**config.mk**
```make
export PLATFORM = sky130hd
export DESIGN_NAME = pipeline_hazard_ctrl
export DESIGN_NICKNAME = d
export VERILOG_FILES = /design/src/rtl/pipeline_hazard_ctrl.sv
export SDC_FILE = /design/constraint.sdc
export NUM_CORES = 1
export LEC_CHECK = 0
export ABC_AREA = 1
export ABC_CLOCK_PERIOD_IN_PS = 4420
export CORE_ASPECT_RATIO = 1.5
export CORE_MARGIN = 5
export CORE_UTILIZATION = 53
export CTS_BUF_LIST = sky130_fd_sc_hd__clkbuf_4 sky130_fd_sc_hd__clkbuf_8 sky130_fd_sc_hd__clkbuf_16
export DETAILED_ROUTE_END_ITERATION = 8
export GPL_TIMING_DRIVEN = 1
export PLACE_DENSITY = 0.86
export RECOVER_POWER = 25
export SYNTH_ARGS = -nofsm -noshare
export SYNTH_HDL_FRONTEND = slang
export SYNTH_SLANG_ARGS = --single-unit
```
**constraint.sdc**
```tcl
create_clock -name clk -period 4.42 [get_ports clk]
set_input_delay 0.663 -clock clk [delete_from_list [all_inputs] [get_ports clk]]
set_output_delay 0.663 -clock clk [all_outputs]
set_load 0.01 [all_outputs]
```
**src/rtl/pipeline_hazard_ctrl.sv**
```systemverilog
// Stall/flush controller for the IF/ID and ID/EX buffers: load-use stalls,
// redirect flush windows and a full front-end freeze while data memory is busy.
module pipeline_hazard_ctrl #(
  parameter int REG_W        = 6,
  parameter int FLUSH_CYCLES = 2,
  parameter int CNT_W        = 16
) (
  input  logic             clk,
  input  logic             rst_n,
  input  logic [REG_W-1:0] id_rs,
  input  logic [REG_W-1:0] id_rt,
  input  logic             id_use_rs,
  input  logic             id_use_rt,
  input  logic             ex_mem_read,
  input  logic [REG_W-1:0] ex_rd,
  input  logic             redirect,
  input  logic             mem_busy,
  input  logic             stat_clr,
  output logic             pc_write,
  output logic             if_id_write,
  output logic             id_ex_write,
  output logic             if_id_flush,
  output logic             id_ex_bubble,
  output logic [CNT_W-1:0] stall_count,
  output logic [1:0]       state_dbg
);

  typedef enum logic [1:0] {RUN = 2'b00, FLUSH = 2'b01, MEM_WAIT = 2'b10} state_e;

  localparam logic [2:0] RELOAD = (FLUSH_CYCLES > 1) ? 3'(FLUSH_CYCLES - 2) : 3'd0;

  state_e           state_q, state_d, saved_q, saved_d, eff_state;
  logic [2:0]       cnt_q, cnt_d, saved_cnt_q, saved_cnt_d, eff_cnt;
  logic [CNT_W-1:0] stall_count_q, stall_count_d;
  logic             hazard, pc_w, ifid_w, idex_w, flush, bubble;

  assign hazard = ex_mem_read && (ex_rd != '0) &&
                  ((id_use_rs && (id_rs == ex_rd)) || (id_use_rt && (id_rt == ex_rd)));

  always_comb begin
    // When memory releases, behave exactly as the state that was interrupted.
    eff_state = (state_q == MEM_WAIT) ? saved_q : state_q;
    if (eff_state != FLUSH) eff_state = RUN;
    eff_cnt = (state_q == MEM_WAIT) ? saved_cnt_q : cnt_q;

    pc_w        = 1'b1;
    ifid_w      = 1'b1;
    idex_w      = 1'b1;
    flush       = 1'b0;
    bubble      = 1'b0;
    state_d     = state_q;
    cnt_d       = cnt_q;
    saved_d     = saved_q;
    saved_cnt_d = saved_cnt_q;

    if (mem_busy) begin
      pc_w   = 1'b0;
      ifid_w = 1'b0;
      idex_w = 1'b0;
      if (state_q != MEM_WAIT) begin
        saved_d     = eff_state;
        saved_cnt_d = cnt_q;
        state_d     = MEM_WAIT;
      end
    end else begin
      state_d = eff_state;
      cnt_d   = eff_cnt;
      if (redirect || eff_state == FLUSH) begin
        flush  = 1'b1;
        bubble = 1'b1;
        if (redirect) begin
          state_d = (FLUSH_CYCLES > 1) ? FLUSH : RUN;
          cnt_d   = RELOAD;
        end else if (eff_cnt == 3'd0) begin
          state_d = RUN;
        end else begin
          cnt_d = eff_cnt - 3'd1;
        end
      end else if (hazard) begin
        pc_w   = 1'b0;
        ifid_w = 1'b0;
        bubble = 1'b1;
      end
    end

    stall_count_d = stall_count_q;
    if (stat_clr)
      stall_count_d = '0;
    else if ((!pc_w || flush) && !(&stall_count_q))
      stall_count_d = stall_count_q + {{(CNT_W-1){1'b0}}, 1'b1};
  end

  always_ff @(posedge clk or negedge rst_n) begin
    if (!rst_n) begin
      state_q       <= RUN;
      cnt_q         <= 3'd0;
      saved_q       <= RUN;
      saved_cnt_q   <= 3'd0;
      stall_count_q <= '0;
    end else begin
      state_q       <= state_d;
      cnt_q         <= cnt_d;
      saved_q       <= saved_d;
      saved_cnt_q   <= saved_cnt_d;
      stall_count_q <= stall_count_d;
    end
  end

  assign pc_write     = rst_n & pc_w;
  assign if_id_write  = rst_n & ifid_w;
  assign id_ex_write  = rst_n & idex_w;
  assign if_id_flush  = ~rst_n | flush;
  assign id_ex_bubble = ~rst_n | bubble;
  assign stall_count  = stall_count_q;
  assign state_dbg    = state_q;

endmodule

```
## Yosys cells after proc, flatten, opt, wreduce, memory -nomap -nowiden

Index checks and enable logic that the tools add are counted.

| word-level totals | value |
|---|---|
| register bits after elaboration | 26 |
| input bits | 26 |
| output and inout port bits | 23 |

| cells by class | value |
|---|---|
| bitwise logic cells | 5 |
| muxes and demuxes | 22 |
| equal/unequal tests | 7 |
| reductions and logical operators | 15 |
| add/sub/neg operators | 2 |

Operator list:

| cell | number |
|---|---|
| $mux W16 | 2 |
| $add A16 B1 Y16 const B | 1 |
| $reduce_and A16 Y1 | 1 |
| $mux W2 | 7 |
| $eq A6 B6 Y1 | 2 |
| $mux W3 | 4 |
| $mux W1 | 9 |
| $reduce_bool A6 Y1 | 1 |
| $logic_and A1 B1 Y1 | 5 |
| $ne A2 B1 Y1 const B | 2 |
| $logic_not A3 Y1 | 1 |
| $logic_or A1 B1 Y1 | 3 |
| $sub A3 B1 Y3 const B | 1 |
| $and A1 B1 Y1 | 2 |
| $eq A2 B1 Y1 const B | 1 |
| $eq A2 B2 Y1 const B | 1 |
| $logic_not A1 Y1 | 2 |
| $ne A2 B2 Y1 const B | 1 |
| $or A1 B1 Y1 | 2 |
| $reduce_and A2 Y1 | 1 |
| $reduce_bool A2 Y1 | 1 |
| $not A1 Y1 | 1 |

## Logic depth before layout (Yosys ltp)

Gate-level depths: netlist of run 1.

| logic depth | value |
|---|---|
| word-level depth | 13 |
| mapped depth | 14 |

## Worst setup path after synthesis of run 1

OpenSTA, ideal clock, no wires.

| timing | value |
|---|---|
| path kind | input-to-output |
| from | input ex_rd[5] |
| to | output pc_write |
| cell stages on the path | 11 |
| slack | 2.256 ns |
| arrival time | 1.501 ns |
| cell sequence | inv_2 nor2_1 nor2_1 nand2_1 nor2_1 nand2_1 nand2_1 nand2_1 o21ai_0 inv_1 buf_4 |

| between the ends | value |
|---|---|
| word-level cells in the longest chain between the ends | 8 |
| elaborated cells on any way between the ends | 12 |
| those cells by class | eq/ne (2); mux (3); bitwise (1); reduce/logical (6) |

RTL lines:

| what | RTL line | RTL |
|---|---|---|
| start, declared | 15 | `input logic [REG_W-1:0] ex_rd,` |
| $eq A6 B6 Y1 | 38 | `((id_use_rs && (id_rs == ex_rd)) \|\| (id_use_rt && (id_rt == ex_rd)));` |
| $logic_and A1 B1 Y1 | 38 |  |
| $logic_or A1 B1 Y1 | 38 |  |
| $logic_and A1 B1 Y1 * | 37 | `assign hazard = ex_mem_read && (ex_rd != '0) &&` |
| $mux W1 * (3 in a row) | n/a |  |
| $and A1 B1 Y1 * | n/a |  |
| end, declared | 19 | `output logic pc_write,` |

Every way passes the cells marked *; elsewhere a longest branch is shown, timed or not.

## Final worst setup path of run 1

| timing | value |
|---|---|
| from | input ex_rd[3] |
| to | output if_id_write |

| between the ends | value |
|---|---|
| word-level cells in the longest chain between the ends | 8 |
| elaborated cells on any way between the ends | 12 |
| those cells by class | eq/ne (2); mux (3); bitwise (1); reduce/logical (6) |

RTL lines:

| what | RTL line | RTL |
|---|---|---|
| $eq A6 B6 Y1 | 38 |  |
| $logic_and A1 B1 Y1 | 38 |  |
| $logic_or A1 B1 Y1 | 38 |  |
| $logic_and A1 B1 Y1 * | 37 |  |
| $mux W1 * | 79 | `end else if (hazard) begin` |
| $mux W1 * | 68 | `if (redirect \|\| eff_state == FLUSH) begin` |
| $mux W1 * | 56 | `if (mem_busy) begin` |
| $and A1 B1 Y1 * | 110 | `assign if_id_write = rst_n & ifid_w;` |
| end, declared | 20 | `output logic if_id_write,` |

Marked as above.

==> impl_metrics.ini, run 1 <==
[finish]
diodes = 0
fillers = 285
area_growth_syn_to_layout_pct = 29.7
fin_nets = 356
final_util_pct = 71.5
drive_above_1_share_pct = 7.08

[timing]
setup-violations-final = 0
finalSetupTns_ns = 0
tightest_slew_ns = 1.42
finClkSkew_ns = 0.00534
finalHoldViolations = 0
rsz0062_at_grt = no
max_freq_mhz = 323
setup_ws_ns = 1.33
maxSlewHeadroom_pct = 5.08
slew_violations = 0
period_minus_slack_ns = 3.09
period_share_pct = 70.0

[detailed_routing]
drt_iter0_markers = 76
first_pass_iters = 6
finalWirelength_microns = 4410
routedWlPerCell_microns = 12.0
viasPerCell = 5.15
ant_nets = 0
vias = 1890
post-route-drc-count = 0

[flow_run]
maxCapViolCount = 0

[synthesis]
synthArstFlopShare_pct = 100
synth_top_area_share_pct = 34.2
synth-seq-area-share_pct = 34.2
synthTopCellsByCount = nand2_1 (77), inv_1 (44), dfrtp_1 (26), nor2_1 (26), nand3_1 (23)
synth_cell_types = 30
ys_ff_latch = 26
postSynthAreaPerCell_sq_um = 6.79
synth_nets = 310
synth_ff_type = dfrtp_1
yosys_warnings = 0
synthTopCellsByArea = dfrtp_1 (34%), nand2_1 (15%), inv_1 (8.7%), nand4_1 (6.3%), nand3_1 (6.1%)
synth_largest_area_cell = dfrtp_1
syn_area_sq_um = 1900
syn_inst = 280
synth-edff-count = 0
yosysMostFrequentCell = nand2_1

[critical_path]
cp-start-kind = input port
critPathCaptureType = output pin
crit_arrival_ns = 2.43
required_ns = 3.76
r2r_end = stall_count[9]$_DFFE_PN0P_
critPathKind = input port to output pin
slowest_stage = clkdlybuf4s50_1
cp_common_cell = nand2_1
max_stage_delay_ns = 0.52
rr_startpoint = stall_count[0]$_DFFE_PN0P_
ff2ff_path_depth = 9
rrSetupSlack_ns = 2.39
path_cells = clkdlybuf4s50_1 > inv_2 > nand2_1 > nand2_1 > inv_1 > nand2_1 > nor2_1 > nand2_1 > nand2_1 > nand2_1 > o21ai_0 > inv_1 > clkdlybuf4s50_1
cp_max_fo = 3

[place]
hpwl_microns = 3390
globalplace.congestion = 0.860
place_ws_ns = 1.33
port_buffers = 48

[global_routing]
busiest_layer = met2
grt_pass1_wl_microns = 7810
overflow = 0
use_met1_pct = 23.2
gr-usage-met2_pct = 34.7
first_global_vias = 1795
grt_max_degree = 32
grt_use_total_pct = 19.4
grt_antenna_before_repair = 0
use_met3_pct = 1.86

[cts]
clockBufferDepth = 2
cts_made_buffers = 3
clk_latency_ns = 0.27
cts_hold_buf = 0
clock-sinks = 26
root_buffer = clkbuf_8
post-cts-setup-buffer-count = 0
clk_pin_slew_ns = 0.09
cts.repair.resized = 0
cts_tree = done
htreeDepth = 1

[floorplan]
core_area_sq_um = 3450
initial_core_util_pct = 55.1
io-pin-count = 49
die-width_microns = 58.9
dieArea_sq_um = 4910
die_h_microns = 83.3
rows = 26

[hold_path]
min_to = saved_cnt_q[1]$_DFFE_PN0P_
hold_start = saved_cnt_q[1]$_DFFE_PN0P_
hp-class = flop to flop
hold_path_depth = 2

[pwr]
finalPower_mw = 0.589
ir_worst_vdd_uv = 185
p_per_area_nw_per_um2 = 239
p_leak_nw = 1.32

[outcome]
status = finished, final reports clean
## worst max path at each step
stage	from	endpoint	cells past startpoint
floorplan	ex_rd[5]	pc_write	11
global placement	ex_rd[3]	pc_write	13
detailed placement	ex_rd[3]	if_id_write	13
CTS	ex_rd[3]	if_id_write	13
global route	ex_rd[3]	if_id_write	13
finish	ex_rd[3]	if_id_write	13
## area by class of cell
class	instances	area (sq um)	area share (%)
Sequential cell	26	651	26.4
Clock buffer	3	41.3	1.68
Tap cell	42	52.6	2.13
Inverter	52	195	7.92
Timing Repair Buffer	49	484	19.6
Multi-Input combinational cell	194	1010	41.0
Clock inverter	1	30.0	1.22
## cells by family (layout without fill, tap and decap cells)
| family | after synthesis | in the layout | share of synthesized area (%) |
|---|---|---|---|
| compound gates | 23 | 23 | 7.11 |
| xor+xnor | 12 | 12 | 5.53 |
| fa+ha+maj | 4 | 4 | 2.63 |
| buf+inv | 60 | 105 | 12.6 |
| flops | 26 | 26 | 34.2 |
| simple gates | 155 | 155 | 37.9 |
## metrics by stage
stage / cell area (sq um) / hold WS, ns / instances
finish: 2460 / 0.497 / 367
global route: 2460 / 0.531 / 367
CTS: 2470 / 0.496 / 367
detailed placement: 2400 / 0.473 / 363
global placement: 2400 / 0.462 / 363
floorplan: 1900 / 0.367 / 280
## critical path, delay by kind of cell
kind,cells,cell delay (ns)
buf+inv,5,1.16
compound gates,1,0.16
simple gates,7,0.44
## where the power goes
| part | leakage [nW] | switching (mW) | internal, mW |
|---|---|---|---|
| combinational | 0.936 | 0.0717 | 0.0591 |
| clock | 0.0357 | 0.0749 | 0.121 |
| sequential | 0.351 | 0.00925 | 0.253 |
| total | 1.32 | 0.156 | 0.433 |
## per-layer routing
metal | vias to the layer above | share of wire [%]
met5 | - | 0
met4 | 0 | 1.2
met3 | 6 | 4.2
met2 | 53 | 54
met1 | 861 | 41
li1 | 970 | -
## layout by cell type, fill, tap and decap left out, drive strengths merged
cell type,count
ha,4
nor2,27
xor2,8
nand2,81
inv,52
nand4,19
o22ai,2
a21boi,1
nor3,2
a31oi,1
a21o,1
bufinv,1
o21ai,15
nand3,26
a21oi,1
o21bai,2
dfrtp,26
xnor2,4
clkbuf,4
dlygate4sd3,2
clkdlybuf4s50,46
## registers in the layout, summed over array words and instances (netlist names)
register and flops:
cnt_q 3, saved_q 2, stall_count 16, state_dbg 2, saved_cnt_q 3
Note: power is estimated with default switching activity, not from simulation.
==> inputs of run 2 (changes only) <==
- ABC_CLOCK_PERIOD_IN_PS: 4420 -> 2600
- CORE_UTILIZATION: 53 -> 44
- PLACE_DENSITY: 0.86 -> 0.76
- clock period: 4.42 -> 2.6 ns (I/O delays scaled with it)
==> run 2 against run 1 <==
  * Register-to-register slack got worse by 1.7 ns
  * Utilization decreased by 12 points
  * Critical endpoint is now if_id_flush
  * Worst hold slack improved by 0.0026 ns
  * Routed wire length decreased by 0.20%
  * Sequential share of layout area decreased by 0.29 points
  * First-iteration DRC count increased by 110%
  * Die area increased by 17%
  * Via count increased by 0.32%
  * Clock power increased by 71%
  * Sequential power increased by 70%
  * Final cell count increased by 1.6%
  * Largest power group unchanged
==> impl_metrics.ini, run 2 (synthesis results as in run 1) <==
[critical_path]
critPathCaptureType = output pin
critPathKind = input port to output pin
ff2ff_path_depth = 9
cp-start-kind = input port
crit_arrival_ns = 1.86
required_ns = 2.21
cp_max_fo = 7

[detailed_routing]
post-route-drc-count = 0
routedWlPerCell_microns = 11.8
drt_iter0_markers = 156
first_pass_iters = 4
viasPerCell = 5.08
finalWirelength_microns = 4400
ant_nets = 0
vias = 1896

[cts]
root_buffer = clkbuf_8
clockBufferDepth = 2
clk_latency_ns = 0.27
cts_made_buffers = 3
htreeDepth = 1
post-cts-setup-buffer-count = 0
clock-sinks = 26
cts_tree = done
clk_pin_slew_ns = 0.09

[global_routing]
grt_use_total_pct = 15.3
grt_max_degree = 32
grt_antenna_before_repair = 0
grt_pass1_wl_microns = 7430
first_global_vias = 1815
overflow = 0

[floorplan]
io-pin-count = 49
initial_core_util_pct = 45.2
core_area_sq_um = 4210
rows = 29
dieArea_sq_um = 5760
die_h_microns = 90.5
die-width_microns = 63.7

[timing]
period_share_pct = 86.6
maxSlewHeadroom_pct = 5.70
max_freq_mhz = 444
finalSetupTns_ns = 0
tightest_slew_ns = 1.41
period_minus_slack_ns = 2.25
finClkSkew_ns = 0.00809
rsz0062_at_grt = no
finalHoldViolations = 0
slew_violations = 0
setup-violations-final = 0
whs_ns = 0.499

[finish]
diodes = 0
fin_nets = 358
largest_reg_flops = 16
drive_above_1_share_pct = 7.65
area_growth_syn_to_layout_pct = 31.1
layout_common_cells = nand2_1 (77), inv_1 (44), clkdlybuf4s50_1 (43)
final_common_cell = nand2_1

[place]
port_buffers = 48
globalplace.congestion = 0.904
hpwl_microns = 3380

[flow_run]
maxCapViolCount = 0

[pwr]
p_leak_nw = 1.37
p_per_area_nw_per_um2 = 404
ir_worst_vdd_uv = 313

[hold_path]
hold_path_depth = 2
hp-class = flop to flop

[outcome]
status = finished, final reports clean
-- run 2: cell types whose count changed in the layout (fill, tap and decap cells not counted) --
| cell | change |
|---|---|
| clkdlybuf4s50_1 | -3 |
| dlymetal6s2s_1 | +3 |
| buf_4 | +2 |
-- run 2: worst max-delay path: stages --
cell,delay (ns)
dlygate4sd3_1,0.62
inv_1,0.17
nand2_1,0.07
nand2_1,0.07
clkdlybuf4s50_1,0.54
-- run 2: layer usage --
| metal | track usage [%] | vias up | wire length (microns) |
|---|---|---|---|
| met5 | 0 | - | 0 |
| met1 | 17.6 | 868 | 1760 |
| li1 | - | 981 | - |
| met3 | 1.74 | 2 | 190 |
| met2 | 28.8 | 45 | 2420 |
| met4 | 4.51 | 0 | 39 |
-- run 2: final timing paths --
| kind | startpoint | endpoint | slack (ns) |
|---|---|---|---|
| max | mem_busy | if_id_flush | 0.35 |
| max in group asynchronous | rst_n | saved_cnt_q[0]$_DFFE_PN0P_ | 0.73 |
| min reg2reg | saved_cnt_q[0]$_DFFE_PN0P_ | saved_cnt_q[0]$_DFFE_PN0P_ | 0.50 |
| min in group asynchronous | rst_n | state_dbg[0]$_DFFE_PN0P_ | 1.05 |
| min | saved_cnt_q[0]$_DFFE_PN0P_ | saved_cnt_q[0]$_DFFE_PN0P_ | 0.50 |
| max reg2reg | stall_count[0]$_DFFE_PN0P_ | stall_count[9]$_DFFE_PN0P_ | 0.65 |
-- run 2: final cells by class --
| class | instances | area [sq um] |
|---|---|---|
| clock buffers | 3 | 41.3 |
| fillers | 390 | 1720 |
| well taps | 46 | 57.6 |
| clock inverters | 1 | 30.0 |
| flip-flops and latches | 26 | 651 |
| multi-input cells | 194 | 1010 |
| inverters | 52 | 195 |
| repair buffers | 51 | 507 |
-- run 2: where the power goes --
part	leakage [nW]	internal (mW)	switching, mW
sequential	0.351	0.430	0.0160
combinational	0.979	0.103	0.122
clock	0.0357	0.206	0.130
-- run 2: timing repair --
action | in CTS | in global routing
gates resized for setup | 0 | 3
hold buffers | 0 | 0
endpoints found under the setup margin | 0 | 3
-- run 2: stage by stage --
| step | instances | cell area, sq um | util, % | power [mW] | setup WS [ns] |
|---|---|---|---|---|---|
| CTS | 373 | 2490 | 59.1 | 1.02 | 0.0705 |
| global route | 373 | 2490 | 59.2 | 1.06 | 0.229 |
| detailed placement | 369 | 2420 | 57.4 | 0.682 | 0.0780 |
| finish | 373 | 2490 | 59.2 | 1.01 | 0.347 |
| floorplan | 280 | 1900 | - | 0.578 | 0.883 |
| global placement | 369 | 2420 | 57.4 | 0.676 | 0.110 |
